===== config.mk =====
export PLATFORM = sky130hd
export DESIGN_NAME = prefetch_unit
export DESIGN_NICKNAME = d
export VERILOG_FILES = /design/src/rtl/prefetch_unit_pkg.sv /design/src/rtl/prefetch_fifo.sv /design/src/rtl/prefetch_unit.sv
export VERILOG_INCLUDE_DIRS = /design/src /design/src/rtl
export SDC_FILE = /design/constraint.sdc
export NUM_CORES = 1
export LEC_CHECK = 0
export ABC_AREA = 1
export CELL_PAD_IN_SITES_DETAIL_PLACEMENT = 1
export CELL_PAD_IN_SITES_GLOBAL_PLACEMENT = 1
export CORE_MARGIN = 2
export CORE_UTILIZATION = 44
export DETAILED_ROUTE_END_ITERATION = 6
export MAX_ROUTING_LAYER = met4
export PLACE_DENSITY_LB_ADDON = 0.05
export SYNTH_ARGS = -nofsm -noshare
export SYNTH_HDL_FRONTEND = slang
export SYNTH_HIERARCHICAL = 1
export SYNTH_SLANG_ARGS = --single-unit

===== constraint.sdc =====
create_clock -name clk_i -period 6.7 [get_ports clk_i]
set_clock_uncertainty 0.15 [all_clocks]
set_input_delay 1.675 -clock clk_i [delete_from_list [all_inputs] [get_ports clk_i]]
set_output_delay 1.675 -clock clk_i [all_outputs]
set_load 0.02 [all_outputs]

===== src/rtl/riscv_defs.v =====
// Shared front-end definitions used by the prefetch unit and the id stage.
// SOFID marks the first instruction of a fetch stream (after reset or a
// redirect), so the id stage can tell where a new stream begins.
`ifndef RISCV_DEFS_V
`define RISCV_DEFS_V

`define SOFID_RANGE 1:0
`define SOFID_1ST   2'b01
`define SOFID_RUN   2'b00

`endif


===== src/rtl/prefetch_unit_pkg.sv =====
// Common types and helpers for the prefetch unit.
//   sof_state_e : tracks whether the next buffered entry opens a fetch stream
//   PC_STEP     : sequential fetch increment in bytes
//   cnt_width   : width of request/stale counters for a given buffer depth
package prefetch_unit_pkg;

   typedef enum logic {
      SOF_FIRST = 1'b0,
      SOF_RUN   = 1'b1
   } sof_state_e;

   localparam int unsigned PC_STEP = 4;

   // One extra bit so a counter can hold the full depth value.
   function automatic int unsigned cnt_width(input int unsigned depth);
      return $clog2(depth) + 1;
   endfunction

endpackage


===== src/rtl/prefetch_fifo.sv =====
// Synchronous instruction-entry FIFO with flush and occupancy output.
// Ports:
//   clk_i, clk_en_i, reset_i : clock, global enable, sync active-high reset
//   flush_i                  : drop all entries (wins over push/pop)
//   push_i, wdata_i          : write an entry (ignored when full, unless popping)
//   pop_i                    : remove head entry (ignored when empty)
//   rdata_o                  : head entry
//   empty_o, count_o         : empty flag and occupancy
module prefetch_fifo #(
   parameter int unsigned C_WIDTH = 8,
   parameter int unsigned C_DEPTH = 4
) (
   input  logic                       clk_i,
   input  logic                       clk_en_i,
   input  logic                       reset_i,
   input  logic                       flush_i,
   input  logic                       push_i,
   input  logic [C_WIDTH-1:0]         wdata_i,
   input  logic                       pop_i,
   output logic [C_WIDTH-1:0]         rdata_o,
   output logic                       empty_o,
   output logic [$clog2(C_DEPTH):0]   count_o
);

   localparam int unsigned AW = $clog2(C_DEPTH);
   localparam int unsigned CW = AW + 1;

   logic [C_WIDTH-1:0] mem_q [C_DEPTH];
   logic [AW-1:0]      rd_ptr_q, rd_ptr_d;
   logic [AW-1:0]      wr_ptr_q, wr_ptr_d;
   logic [CW-1:0]      count_q, count_d;
   logic               full;
   logic               do_push;
   logic               do_pop;

   assign empty_o = (count_q == '0);
   assign full    = (count_q == CW'(C_DEPTH));
   assign count_o = count_q;
   assign rdata_o = mem_q[rd_ptr_q];

   always_comb begin
      do_pop   = pop_i & ~empty_o;
      do_push  = push_i & (~full | do_pop);
      rd_ptr_d = rd_ptr_q;
      wr_ptr_d = wr_ptr_q;
      count_d  = count_q;
      if (flush_i) begin
         rd_ptr_d = '0;
         wr_ptr_d = '0;
         count_d  = '0;
      end else begin
         if (do_push) wr_ptr_d = wr_ptr_q + AW'(1);
         if (do_pop)  rd_ptr_d = rd_ptr_q + AW'(1);
         count_d = count_q + CW'(do_push) - CW'(do_pop);
      end
   end

   always_ff @(posedge clk_i) begin
      if (reset_i) begin
         rd_ptr_q <= '0;
         wr_ptr_q <= '0;
         count_q  <= '0;
      end else if (clk_en_i) begin
         rd_ptr_q <= rd_ptr_d;
         wr_ptr_q <= wr_ptr_d;
         count_q  <= count_d;
      end
   end

   // Storage needs no reset; validity is tracked by the pointers.
   always_ff @(posedge clk_i) begin
      if (clk_en_i && do_push && !flush_i) begin
         mem_q[wr_ptr_q] <= wdata_i;
      end
   end

endmodule


===== src/rtl/prefetch_unit.sv =====
// Instruction prefetch unit: issues sequential word fetches, buffers the
// responses with their PC / error / start-of-fetch id, and redirects on jump.
// Ports:
//   clk_i, clk_en_i, reset_i      : clock, global enable, sync active-high reset
//   ids_*                         : head of instruction buffer to the id stage
//   jump_i, jump_addr_i           : fetch redirect
//   imem_req_*                    : fetch request channel (valid/ready/addr)
//   imem_rsp_*                    : in-order fetch responses, never stalled
//
// Start-of-fetch state:
//   state     | meaning
//   SOF_FIRST | next buffered entry opens a stream, tagged SOFID_1ST
//   SOF_RUN   | next buffered entry continues a stream, tagged SOFID_RUN
`include "riscv_defs.v"

module prefetch_unit
   import prefetch_unit_pkg::*;
#(
   parameter int unsigned        C_XLEN         = 32,
   parameter int unsigned        C_FIFO_DEPTH   = 4,
   parameter logic [C_XLEN-1:0]  C_RESET_VECTOR = 32'h0000_0000
) (
   input  logic                 clk_i,
   input  logic                 clk_en_i,
   input  logic                 reset_i,
   output logic                 ids_dav_o,
   input  logic                 ids_ack_i,
   output logic [`SOFID_RANGE]  ids_sofid_o,
   output logic [31:0]          ids_ins_o,
   output logic                 ids_ferr_o,
   output logic [C_XLEN-1:0]    ids_pc_o,
   input  logic                 jump_i,
   input  logic [C_XLEN-1:0]    jump_addr_i,
   output logic                 imem_req_valid_o,
   input  logic                 imem_req_ready_i,
   output logic [C_XLEN-1:0]    imem_req_addr_o,
   input  logic                 imem_rsp_valid_i,
   input  logic                 imem_rsp_err_i,
   input  logic [31:0]          imem_rsp_data_i
);

   typedef logic [`SOFID_RANGE] sofid_t;

   localparam int unsigned CNT_W   = cnt_width(C_FIFO_DEPTH);
   localparam int unsigned SUM_W   = CNT_W + 2;
   localparam int unsigned SOFID_W = $bits(sofid_t);
   localparam int unsigned ENTRY_W = SOFID_W + 1 + C_XLEN + 32;

   logic [C_XLEN-1:0]  pc_q, pc_d;
   logic               req_valid_q, req_valid_d;
   logic [CNT_W-1:0]   out_q, out_d;
   logic [CNT_W-1:0]   stale_q, stale_d;
   sof_state_e         sof_q, sof_d;

   logic               accept;
   logic               rsp_live;
   logic               rsp_stale;
   logic               push;
   logic               pop;
   logic               flush;
   logic [CNT_W-1:0]   occ;
   logic [CNT_W-1:0]   occ_n;
   logic               fifo_empty;
   logic [ENTRY_W-1:0] fifo_wdata;
   logic [ENTRY_W-1:0] fifo_rdata;
   sofid_t             wr_sofid;
   logic [C_XLEN-1:0]  jump_target;
   logic [SUM_W-1:0]   commit_n;

   assign imem_req_valid_o = req_valid_q;
   assign imem_req_addr_o  = pc_q;
   assign ids_dav_o        = ~fifo_empty;
   assign {ids_sofid_o, ids_ferr_o, ids_pc_o, ids_ins_o} = fifo_rdata;

   assign jump_target = jump_addr_i & {{(C_XLEN-2){1'b1}}, 2'b00};
   assign wr_sofid    = (sof_q == SOF_FIRST) ? `SOFID_1ST : `SOFID_RUN;
   assign fifo_wdata  = {wr_sofid, imem_rsp_err_i, pc_from_rsp(), imem_rsp_data_i};

   // PC of the response being written: the live queue is in order, so the
   // oldest live request sits out_q words behind the current fetch PC.
   function automatic logic [C_XLEN-1:0] pc_from_rsp();
      return pc_q - (C_XLEN'(out_q) << 2);
   endfunction

   always_comb begin
      accept    = req_valid_q & imem_req_ready_i & clk_en_i;
      rsp_stale = imem_rsp_valid_i & (stale_q != '0);
      rsp_live  = imem_rsp_valid_i & (stale_q == '0);
      flush     = clk_en_i & jump_i;
      push      = clk_en_i & rsp_live & ~jump_i;
      pop       = clk_en_i & ids_ack_i & ~fifo_empty & ~jump_i;

      pc_d    = pc_q;
      out_d   = out_q;
      stale_d = stale_q;
      sof_d   = sof_q;
      occ_n   = occ;

      if (jump_i) begin
         // Everything in flight, including this cycle's accept, turns stale;
         // a response arriving now retires one of them either way.
         pc_d    = jump_target;
         out_d   = '0;
         stale_d = stale_q + out_q + CNT_W'(accept) - CNT_W'(imem_rsp_valid_i);
         sof_d   = SOF_FIRST;
         occ_n   = '0;
      end else begin
         if (accept) pc_d = pc_q + C_XLEN'(PC_STEP);
         out_d   = out_q + CNT_W'(accept) - CNT_W'(rsp_live);
         stale_d = stale_q - CNT_W'(rsp_stale);
         if (push) sof_d = SOF_RUN;
         occ_n   = occ + CNT_W'(push) - CNT_W'(pop);
      end

      // Stale requests are included so counters stay within the depth even
      // across back-to-back redirects.
      commit_n    = SUM_W'(occ_n) + SUM_W'(out_d) + SUM_W'(stale_d);
      req_valid_d = (commit_n < SUM_W'(C_FIFO_DEPTH));
   end

   always_ff @(posedge clk_i) begin
      if (reset_i) begin
         pc_q        <= C_RESET_VECTOR;
         req_valid_q <= 1'b0;
         out_q       <= '0;
         stale_q     <= '0;
         sof_q       <= SOF_FIRST;
      end else if (clk_en_i) begin
         pc_q        <= pc_d;
         req_valid_q <= req_valid_d;
         out_q       <= out_d;
         stale_q     <= stale_d;
         sof_q       <= sof_d;
      end
   end

   prefetch_fifo #(
      .C_WIDTH (ENTRY_W),
      .C_DEPTH (C_FIFO_DEPTH)
   ) u_fifo (
      .clk_i    (clk_i),
      .clk_en_i (clk_en_i),
      .reset_i  (reset_i),
      .flush_i  (flush),
      .push_i   (push),
      .wdata_i  (fifo_wdata),
      .pop_i    (pop),
      .rdata_o  (fifo_rdata),
      .empty_o  (fifo_empty),
      .count_o  (occ)
   );

endmodule


==> results.md, run 1 <==
* Final total power at ~4500 uW
* Critical path cell sequence: clkdlybuf4s50_1 > nand3_1 > xor2_1 > inv_1 > ha_1 > a21oi_1 > fa_1 > xnor2_1 > or2_2 > nand3_1 > o21ai_0 > fa_1 > fa_1 > xnor2_1 > nand4_1 > a21oi_1
* DR vias/cell at 5.24
* Post-route cell area at about 17,000 um^2
* RD Place Congestion at about 0.85
* Worst path arrival time at approximately 5.4 ns
* P_leak at 0.00613 uW
* Sequential fraction of the synthesis area at 62.2%
* CP Launch Point: clk_en_i
* Avg Cell Area, Syn at 10.4 um^2
* Yosys top cell area share at between 50% and 60%
* Share of flip-flops with an asynchronous set or reset at 0%
* R2r worst-path depth at 15
* Outcome: complete, no violations
* Num CTS Buffers at 35
* Die height at 185 um
* Die Area at approximately 34,000 um^2
* Gr ovfl total at 0
* CTS hold repair buffers at 0
* Placed Area at roughly 16,000 um^2
* Multi-input combinational cell area at 4680 um^2
* Fin Setup TNS at 0 ns
* Crit path capture: imem_req_valid_o
* Syn Std Cell Area at ~14,000 um^2
* Clock buffer depth at 3
* Max VDD drop at 0.137 mV
* Post-route clock period utilization at approximately three quarters
* Pwr/cell area at about 260 nW/um^2
* Number of global-route vias before repair at roughly 11,000
* DR iter-0 viols at ~660
* RSZ-0062 raised after global routing: no
* CTS tree: built
* Most used cell, CP: fa_1
* Least-Margin Pin Slew at between 0.7 and 0.8 ns
* WS Path Type: input pin to register
* Drt first pass iters at 6
* Io pins at 173
* Worst min-delay path class: register to register
* Initial antenna violation count at 0
* Largest cells by area after synthesis: edfxtp_1 56%, nor2_1 6.7%, dfxtp_1 6.5%, o21ai_0 5.8%, nand2_1 5.1%
* R2R Path End: imem_req_valid_o
* Final hold violation count at 0
* PostCTS Resize Cnt at 0
* Initial Util at between 40% and 50%
* Die Width at about 190 um
* Critical Path End Type: register
* Post-layout nets at ~1,600
* Post-synth EDFFs at around 270
* Layout area overhead at 20.8%
* Worst slew margin at between 40% and 50%
* Final HPWL from detailed placement at 23,800 um
* CP max stage delay at 0.68 ns
* CTS clk-pin slew, worst paths at approximately 0.060 ns
* Critical path peak fanout at 9
* MaxCap Viol Count at 0
* # port buffers at approximately 170
* Final wirelength at 37,300 um
* Number of setup buffers added after CTS at 0
* Most common cell after layout, fill and taps aside: edfxtp_1
* Yosys top cell by area: edfxtp_1
* CORE AREA at 32,500 um^2
* Worst hold slack at about 0.35 ns
* Final setup viols at 0
* Root Driver: clkbuf_16
* Pin count of the biggest net entering global routing at ~140
* Layout cells sized above 1 at under 10%
* Filler Cells Inserted at about 3,500
* DRC Markers at 0
* Via count at 10,600
* Antenna cells at 0
* Fmax at around 200 MHz
* Synthesis Warnings at 6
* GRT Util Overall at roughly 23%
* Most frequent cells in the layout: 268 x edfxtp_1, 254 x nor2_1, 197 x nand2_1
* FF+latch area at about 9000 um^2
* Post-synthesis cell type count at 50
* First-pass GRT wire length at just under 60,000 um
* FF+latch count, synth at 315
* Pins Over Slew Limit at 0
* Clk_lat worst skew at 0.51 ns
* Slowest-stage cell, CP: clkdlybuf4s50_1
* Critical Path RT at 6.99 ns
* Syn Inst Count at around 1,400
* Reg2reg setup slack at 2.92 ns
* Antenna Violating Nets Remaining at 0
* CP Launch Type: input pin
* Fin crit period at roughly 5 ns
* R2r startpoint: u_fifo/count_o[1]
* Wirelength per Cell at between 15 and 20 um
* Top_reg_cell synth: edfxtp_1
* CTS H-Tree Depth at 2
* Core Rows at 66
* Sink Count at 315
[synthesized netlist by cell type (2+ instances only)]
| library cell | count |
|---|---|
| o21ai_1 | 6 |
| buf_6 | 10 |
| nor2_1 | 258 |
| nor2_2 | 7 |
| clkbuf_2 | 10 |
| buf_4 | 11 |
| a21oi_2 | 2 |
| nor2_4 | 7 |
| inv_1 | 87 |
| xnor2_1 | 8 |
| nor3_1 | 5 |
| xor2_1 | 26 |
| nand4_1 | 10 |
| o22ai_1 | 67 |
| nor4_1 | 3 |
| o31ai_1 | 2 |
| buf_2 | 16 |
| a21oi_1 | 43 |
| nand3b_1 | 2 |
| fa_1 | 8 |
| clkbuf_8 | 3 |
| clkbuf_1 | 17 |
| ha_1 | 20 |
| inv_2 | 5 |
| dfxtp_1 | 47 |
| or2_2 | 5 |
| nand2_2 | 8 |
| o21ai_0 | 167 |
| clkbuf_4 | 4 |
| nand2_1 | 197 |
| edfxtp_1 | 268 |
| nand3_1 | 44 |
[area by class of cell]
| cell class | count | area share, % |
|---|---|---|
| Multi-Input combinational cell | 921 | 26.8 |
| Sequential cell | 315 | 51.5 |
| Tap cell | 442 | 3.17 |
| Inverter | 93 | 2.04 |
| Clock inverter | 21 | 0.874 |
| Timing Repair Buffer | 181 | 10.5 |
| Clock buffer | 41 | 5.14 |
[critical path, delay by kind of cell]
| kind | cells | cell delay [ns] |
|---|---|---|
| compound gates | 3 | 0.34 |
| buf+inv | 2 | 0.75 |
| simple gates | 4 | 0.68 |
| xor+xnor | 3 | 0.49 |
| fa+ha+maj | 4 | 1.52 |
[metrics by stage]
step           utilization, %  worst slack [ns]  instances
6_report                 53.8              1.55       2014
5_1_grt                  53.8              1.24       2014
4_1_cts                  53.8              1.51       2014
3_5_place_dp             50.6             0.975       1952
3_3_place_gp             50.6              1.06       1952
2_1_floorplan               -             0.433       1404
[state kept, by name (all words and copies together), names as in the netlist, named ones only]
| signal | flops |
|---|---|
| imem_req_addr_o | 30 |
| imem_req_valid_o | 1 |
| out_q | 3 |
| sof_q | 1 |
| stale_q | 3 |
| u_fifo/count_o | 3 |
| u_fifo/mem_q | 268 |
| u_fifo/rd_ptr_q | 2 |
| u_fifo/wr_ptr_q | 2 |
[power breakdown]
group / internal [uW] / switching [uW] / leakage, uW / total, uW
Sequential: 2200 / 40.4 / 0.00282 / 2240
Combinational: 202 / 331 / 0.00280 / 533
Clock: 1010 / 755 / 0.000507 / 1760
Total: 3400 / 1130 / 0.00613 / 4530
[cells by family after synthesis]
family	share of synthesized area, %
AND/OR/NAND/NOR	15.9
flip-flops	62.2
AO/OA/AOI/OAI	11.0
buffers and inverters	5.98
XOR/XNOR	2.06
adder cells (fa/ha/maj)	2.84
other	0.0259
[worst min-delay path by stage]
| stage | start | depth (start not counted) | to | slack (ns) |
|---|---|---|---|---|
| 2_1_floorplan | u_fifo/rd_ptr_q[1] | 2 | register | 0.31 |
| 3_3_place_gp | u_fifo/rd_ptr_q[1] | 2 | register | 0.33 |
| 3_5_place_dp | u_fifo/rd_ptr_q[1] | 2 | register | 0.34 |
| 4_1_cts | u_fifo/rd_ptr_q[0] | 2 | register | 0.35 |
| 5_1_grt | u_fifo/rd_ptr_q[0] | 2 | register | 0.37 |
| 6_report | u_fifo/rd_ptr_q[0] | 2 | register | 0.35 |
[per-layer routing]
| metal | vias to the layer above | track usage, % | routed length, um |
|---|---|---|---|
| met5 | - | - | 0 |
| met4 | 0 | 6.13 | 800 |
| met3 | 50 | 3.15 | 1520 |
| met2 | 219 | 38.6 | 18300 |
| met1 | 5194 | 28.5 | 16700 |
| li1 | 5090 | - | - |
Note: power is estimated with default switching activity, not from simulation.
==> inputs of run 2 (changes only) <==
==> constraint.sdc (replaced) <==
create_clock -name clk_i -period 5 [get_ports clk_i]
set_clock_uncertainty 0.15 [all_clocks]
set_input_delay 1.25 -clock clk_i [delete_from_list [all_inputs] [get_ports clk_i]]
set_output_delay 1.25 -clock clk_i [all_outputs]
set_load 0.02 [all_outputs]
==> results.md, run 2 (synthesis gave the netlist of run 1 again) <==
* Max reg flops at between 200 and 300
* DRC Markers at 0
* Fmax at 220 MHz
* Placed Area at ~16,000 um^2
* Largest delay share family, worst path: adder cells
* Final HPWL from detailed placement at between 20,000 and 25,000 um
* Final hold violation count at 0
* Core Rows at 66
* RD Place Congestion at between 0.8 and 0.9
* RSZ-0062 raised after global routing: no
* Hold_sp: u_fifo/rd_ptr_q[1]
* PostCTS Resize Cnt at 0
* CTS hold repair buffers at 0
* Sink Count at ~320
* DR vias/cell at approximately 5.2
* CP Launch Point: imem_rsp_valid_i
* Pwr/cell area at 354 nW/um^2
* Initial Util at 44.5%
* Pin count of the biggest net entering global routing at between 100 and 150
* Antenna Violating Nets Remaining at 0
* Drt first pass iters at 4
* Layout area overhead at 21.7%
* Final total power at around 6200 uW
* Clk_lat worst skew at slightly above 0.5 ns
* Antenna cells at 0
* R2r startpoint: stale_q[0]
* Die Area at about 34,000 um^2
* CP Launch Type: input pin
* First-pass GRT wire length at just under 60,000 um
* R2R Path End: imem_req_valid_o
* # port buffers at 168
* Most used cell, CP: fa_1
* CORE AREA at 32,500 um^2
* CTS H-Tree Depth at 2
* DR iter-0 viols at between 500 and 600
* Max VDD drop at ~0.18 mV
* Initial antenna violation count at 0
* Most frequent cells in the layout: 268 x edfxtp_1, 254 x nor2_1, 197 x nand2_1
* Final setup viols at 0
* Most common cell after layout, fill and taps aside: edfxtp_1
* Reg2reg setup slack at 1.22 ns
* Critical path cell sequence: clkdlybuf4s50_1 > ha_1 > inv_1 > xor2_1 > inv_1 > ha_1 > a21oi_1 > fa_1 > xnor2_1 > or2_2 > nand3_1 > o21ai_0 > fa_1 > fa_1 > xnor2_1 > nand4_1 > a21oi_1
* Outcome: complete, no violations
* WS Path Type: input pin to register
* CP max stage delay at ~0.55 ns
* Die height at roughly 190 um
* GRT Util Overall at 22.6%
* CTS tree: built
* MaxCap Viol Count at 0
* Worst min-delay path class: register to register
* Fin crit period at roughly 4.5 ns
* Most flops, register: u_fifo/mem_q
* Fin Setup TNS at 0 ns
* Root Driver: clkbuf_16
* Slowest-stage cell, CP: fa_1
* Critical Path End Type: register
* Least-Margin Pin Slew at between 0.7 and 0.8 ns
* Wirelength per Cell at between 15 and 20 um
* Number of global-route vias before repair at around 11,000
* Post-route clock period utilization at approximately nine tenths
* Final wirelength at 37,400 um
* Crit path capture: imem_req_valid_o
* WP buf/inv at 3
* Critical path peak fanout at 2
* Post-layout nets at 1,654
* Critical Path RT at roughly 5.3 ns
* Worst slew margin at between 40% and 50%
* Via count at around 11,000
* R2r worst-path depth at 17
* Worst path arrival time at between 4 and 5 ns
* Pins Over Slew Limit at 0
* Io pins at around 170
* Num CTS Buffers at 36
* P_leak at just over 0.006 uW
* Gr ovfl total at 0
* Worst path depth at 17
* Die Width at 185 um
* Clock buffer depth at 3
* Post-route cell area at around 18,000 um^2
* CTS clk-pin slew, worst paths at around 0.06 ns
* Layout cells sized above 1 at 7.15%
* Filler Cells Inserted at 3,558
* Number of setup buffers added after CTS at 0
## run 2: changes by cell type in the layout (fill, tap and decap cells not counted), sizes merged
cell | before | now
buf | 13 | 19
clkbuf | 41 | 46
clkinv | 16 | 12
bufinv | 1 | 2
clkinvlp | 2 | 3
inv | 95 | 94
## run 2: worst min path at each step
stage               end  slack, ns  cells after the start
2_1_floorplan  register       0.31                      2
3_3_place_gp   register       0.33                      2
3_5_place_dp   register       0.33                      2
4_1_cts        register       0.35                      2
5_1_grt        register       0.39                      2
6_report       register       0.35                      2
## run 2: final cells by class
cell class	count	area [um^2]	share of cell area, %
Sequential cell	315	8990	51.1
Inverter	93	357	2.03
Multi-Input combinational cell	921	4680	26.6
Timing Repair Buffer	187	1900	10.8
Clock inverter	18	155	0.882
Clock buffer	46	960	5.45
Tap cell	442	553	3.14
## run 2: power by group
group	switching, uW	internal [uW]
Combinational	450	279
Sequential	51.6	2940
Clock	1040	1470
## run 2: layer usage
metal	track usage (%)	share of wire (%)	wire length, um	up-vias
met4	6.73	2.5	949	0
met2	38.0	48	17900	199
met1	28.6	46	17000	5166
li1	-	-	-	5112
met5	-	0	0	-
met3	3.19	4.1	1520	59
## run 2: worst min-delay path, cell delays in order, from the launching register on
cell and delay [ns]:
dfxtp_1 0.32, nand2_1 0.07, a21oi_1 0.07
## run 2: per-stage QoR
step                std cells  hold WS (ns)  worst slack [ns]  utilization, %
global route             2022         0.391             0.235            54.2
floorplan                1404         0.308            -0.842               -
CTS                      2022         0.347             0.442            54.2
finish                   2022         0.355             0.458            54.2
global placement         1958         0.328            0.0149            50.8
detailed placement       1958         0.335           -0.0409            50.8
==> inputs of run 3 (changes only) <==
--- a/config.mk
+++ b/config.mk
@@ -10,7 +10,8 @@
 export CELL_PAD_IN_SITES_DETAIL_PLACEMENT = 1
 export CELL_PAD_IN_SITES_GLOBAL_PLACEMENT = 1
 export CORE_MARGIN = 2
-export CORE_UTILIZATION = 44
+export CORE_UTILIZATION = 46
+export CTS_BUF_LIST = sky130_fd_sc_hd__clkbuf_8
 export DETAILED_ROUTE_END_ITERATION = 6
 export MAX_ROUTING_LAYER = met4
 export PLACE_DENSITY_LB_ADDON = 0.05
==> results.md, run 3 (synthesis gave the netlist of run 1 again) <==
* R2R Path End: imem_req_valid_o
* Number of global-route vias before repair at approximately 12,000
* DR iter-0 viols at ~700
* Fin util at a little under three fifths
* DR vias/cell at around 5.4
* Die Width at ~180 um
* Critical Path RT at about 5.4 ns
* Max VDD drop at between 0.1 and 0.15 mV
* MaxCap Viol Count at 0
* CP max stage delay at 0.54 ns
* RSZ-0062 raised after global routing: no
* Fmax at roughly 220 MHz
* Pin count of the biggest net entering global routing at around 140
* GRT Util Overall at 24.2%
* CORE AREA at roughly 31,000 um^2
* Wirelength per Cell at between 15 and 20 um
* First-pass GRT wire length at about 61,000 um
* WS Path Type: input pin to register
* Root Driver: clkbuf_8
* Initial Util at 47.0%
* Post-layout nets at around 1,700
* Num CTS Buffers at 52
* Final total power at slightly above 6000 uW
* Final HPWL from detailed placement at ~24,000 um
* Most frequent cells in the layout: 268 x edfxtp_1, 254 x nor2_1, 197 x nand2_1
* Most used cell, CP: fa_1
* Worst hold slack at ~0.36 ns
* # port buffers at 168
* DRC Markers at 0
* Antenna cells at 0
* Pins Over Slew Limit at 0
* Placed Area at 16,400 um^2
* PostCTS Resize Cnt at 0
* Number of setup buffers added after CTS at 0
* Via count at 10,800
* Fin crit period at around 4.5 ns
* CTS hold repair buffers at 0
* Pwr/cell area at approximately 350 nW/um^2
* WL met3 at around 1500 um
* Drt first pass iters at 5
* P_leak at 0.00622 uW
* Met1 Wirelength at ~17,000 um
* Critical path peak fanout at 2
* Least-Margin Pin Slew at around 0.77 ns
* Cell-internal power at about 4500 uW
* Outcome: complete, no violations
* CTS tree: built
* CTS H-Tree Depth at 2
* Post-route clock period utilization at about nine tenths
* Max reg flops at 268
* CP Launch Type: input pin
* Clock buffer depth at 3
* Flop pwr share at roughly half
* Final hold violation count at 0
* Combinational power share at between 10 and 15%
* Fin Setup TNS at 0 ns
* Clock Power Share at between 30% and 40%
* Hold_sp: u_fifo/rd_ptr_q[1]
* Sink Count at about 320
* Layout area overhead at 20.9%
* Post-route cell area at between 15,000 and 20,000 um^2
* Sw frac at 26.0%
* CTS clk-pin slew, worst paths at 0.07 ns
* Gr ovfl total at 0
* Most flops, register: u_fifo/mem_q
* Antenna Violating Nets Remaining at 0
* Top sig layer: met4
* Worst slew margin at 49.0%
* R2r startpoint: stale_q[0]
* Critical Path End Type: register
* Core Rows at 64
* Sw Pwr at 1570 uW
* Final wirelength at around 38,000 um
* Slowest-stage cell, CP: fa_1
* Io pins at ~170
* Final setup viols at 0
* Worst min-delay path class: register to register
* Critical path cell sequence: clkdlybuf4s50_1 > ha_1 > inv_1 > xor2_1 > inv_1 > ha_1 > a21oi_1 > fa_1 > xnor2_1 > or2_2 > nand3_1 > o21ai_0 > fa_1 > fa_1 > xnor2_1 > nand4_1 > a21oi_1
* Reg2reg setup slack at 1.18 ns
* Initial antenna violation count at 0
* Die height at between 150 and 200 um
* Worst hold path depth at 2
* R2r worst-path depth at 17
* Layout cells sized above 1 at ~8.6%
* RD Place Congestion at slightly below 0.9
* Clk_lat worst skew at approximately 0.57 ns
* Met2 wire length at around 19,000 um
* Most common cell after layout, fill and taps aside: edfxtp_1
* Die Area at ~33,000 um^2
* Worst path arrival time at around 5 ns
==> run 3: changes by cell type in the layout (fill, tap and decap cells not counted) <==
cell | before | now
clkinv_2 | 5 | 13
clkinv_1 | 6 | 19
clkinvlp_4 | 3 | 2
bufinv_16 | 2 | 5
clkbuf_8 | 0 | 53
clkbuf_1 | 9 | 0
clkbuf_16 | 37 | 0
clkinv_8 | 1 | 0
inv_1 | 87 | 91
==> run 3: stage by stage <==
| stage | worst slack [ns] | std cells |
|---|---|---|
| after floorplan | -0.842 | 1404 |
| after global placement | -0.0149 | 1912 |
| after detailed placement | -0.121 | 1912 |
| after CTS | 0.451 | 2009 |
| after global routing | 0.234 | 2009 |
| final | 0.473 | 2009 |
==> run 3: power by group through the flow <==
stage,Clock (uW),Combinational [uW],Sequential (uW)
floorplan,0,442,3040
global placement,0,708,3050
detailed placement,0,736,3050
CTS,2370,743,2990
global route,2480,821,3000
finish,2320,736,3000
==> run 3: final cells by class <==
| class | instances | area (um^2) |
|---|---|---|
| fillers | 3397 | 13300 |
| flip-flops and latches | 315 | 8990 |
| multi-input cells | 921 | 4680 |
| repair buffers | 187 | 1900 |
| clock buffers | 53 | 729 |
| well taps | 396 | 495 |
| inverters | 93 | 357 |
| clock inverters | 44 | 325 |
==> run 3: worst max-delay path: cells and delay by family <==
kind | cells | cell delay (ns)
buffers and inverters | 3 | 0.54
and+or+nand+nor | 3 | 0.46
xor gates and xnor gates | 3 | 0.47
adders and majority gates | 5 | 1.81
AOI/OAI and AO/OA | 3 | 0.33
==> run 3: worst max-delay path by stage <==
stage	startpoint	endpoint	slack (ns)	cells past startpoint
finish	imem_rsp_valid_i	imem_req_valid_o	0.47	17
global route	imem_rsp_valid_i	imem_req_valid_o	0.23	17
CTS	imem_rsp_valid_i	imem_req_valid_o	0.45	17
detailed placement	imem_rsp_valid_i	imem_req_valid_o	-0.12	17
global placement	imem_rsp_valid_i	imem_req_valid_o	-0.01	17
floorplan	clk_en_i	u_fifo/mem_q[0][0]	-0.84	10
==> run 3: routing by layer <==
layer | track usage [%] | vias to the layer above
li1 | - | 5156
met1 | 30.7 | 5316
met2 | 40.9 | 252
met3 | 3.08 | 66
met4 | 7.22 | 0
met5 | - | -
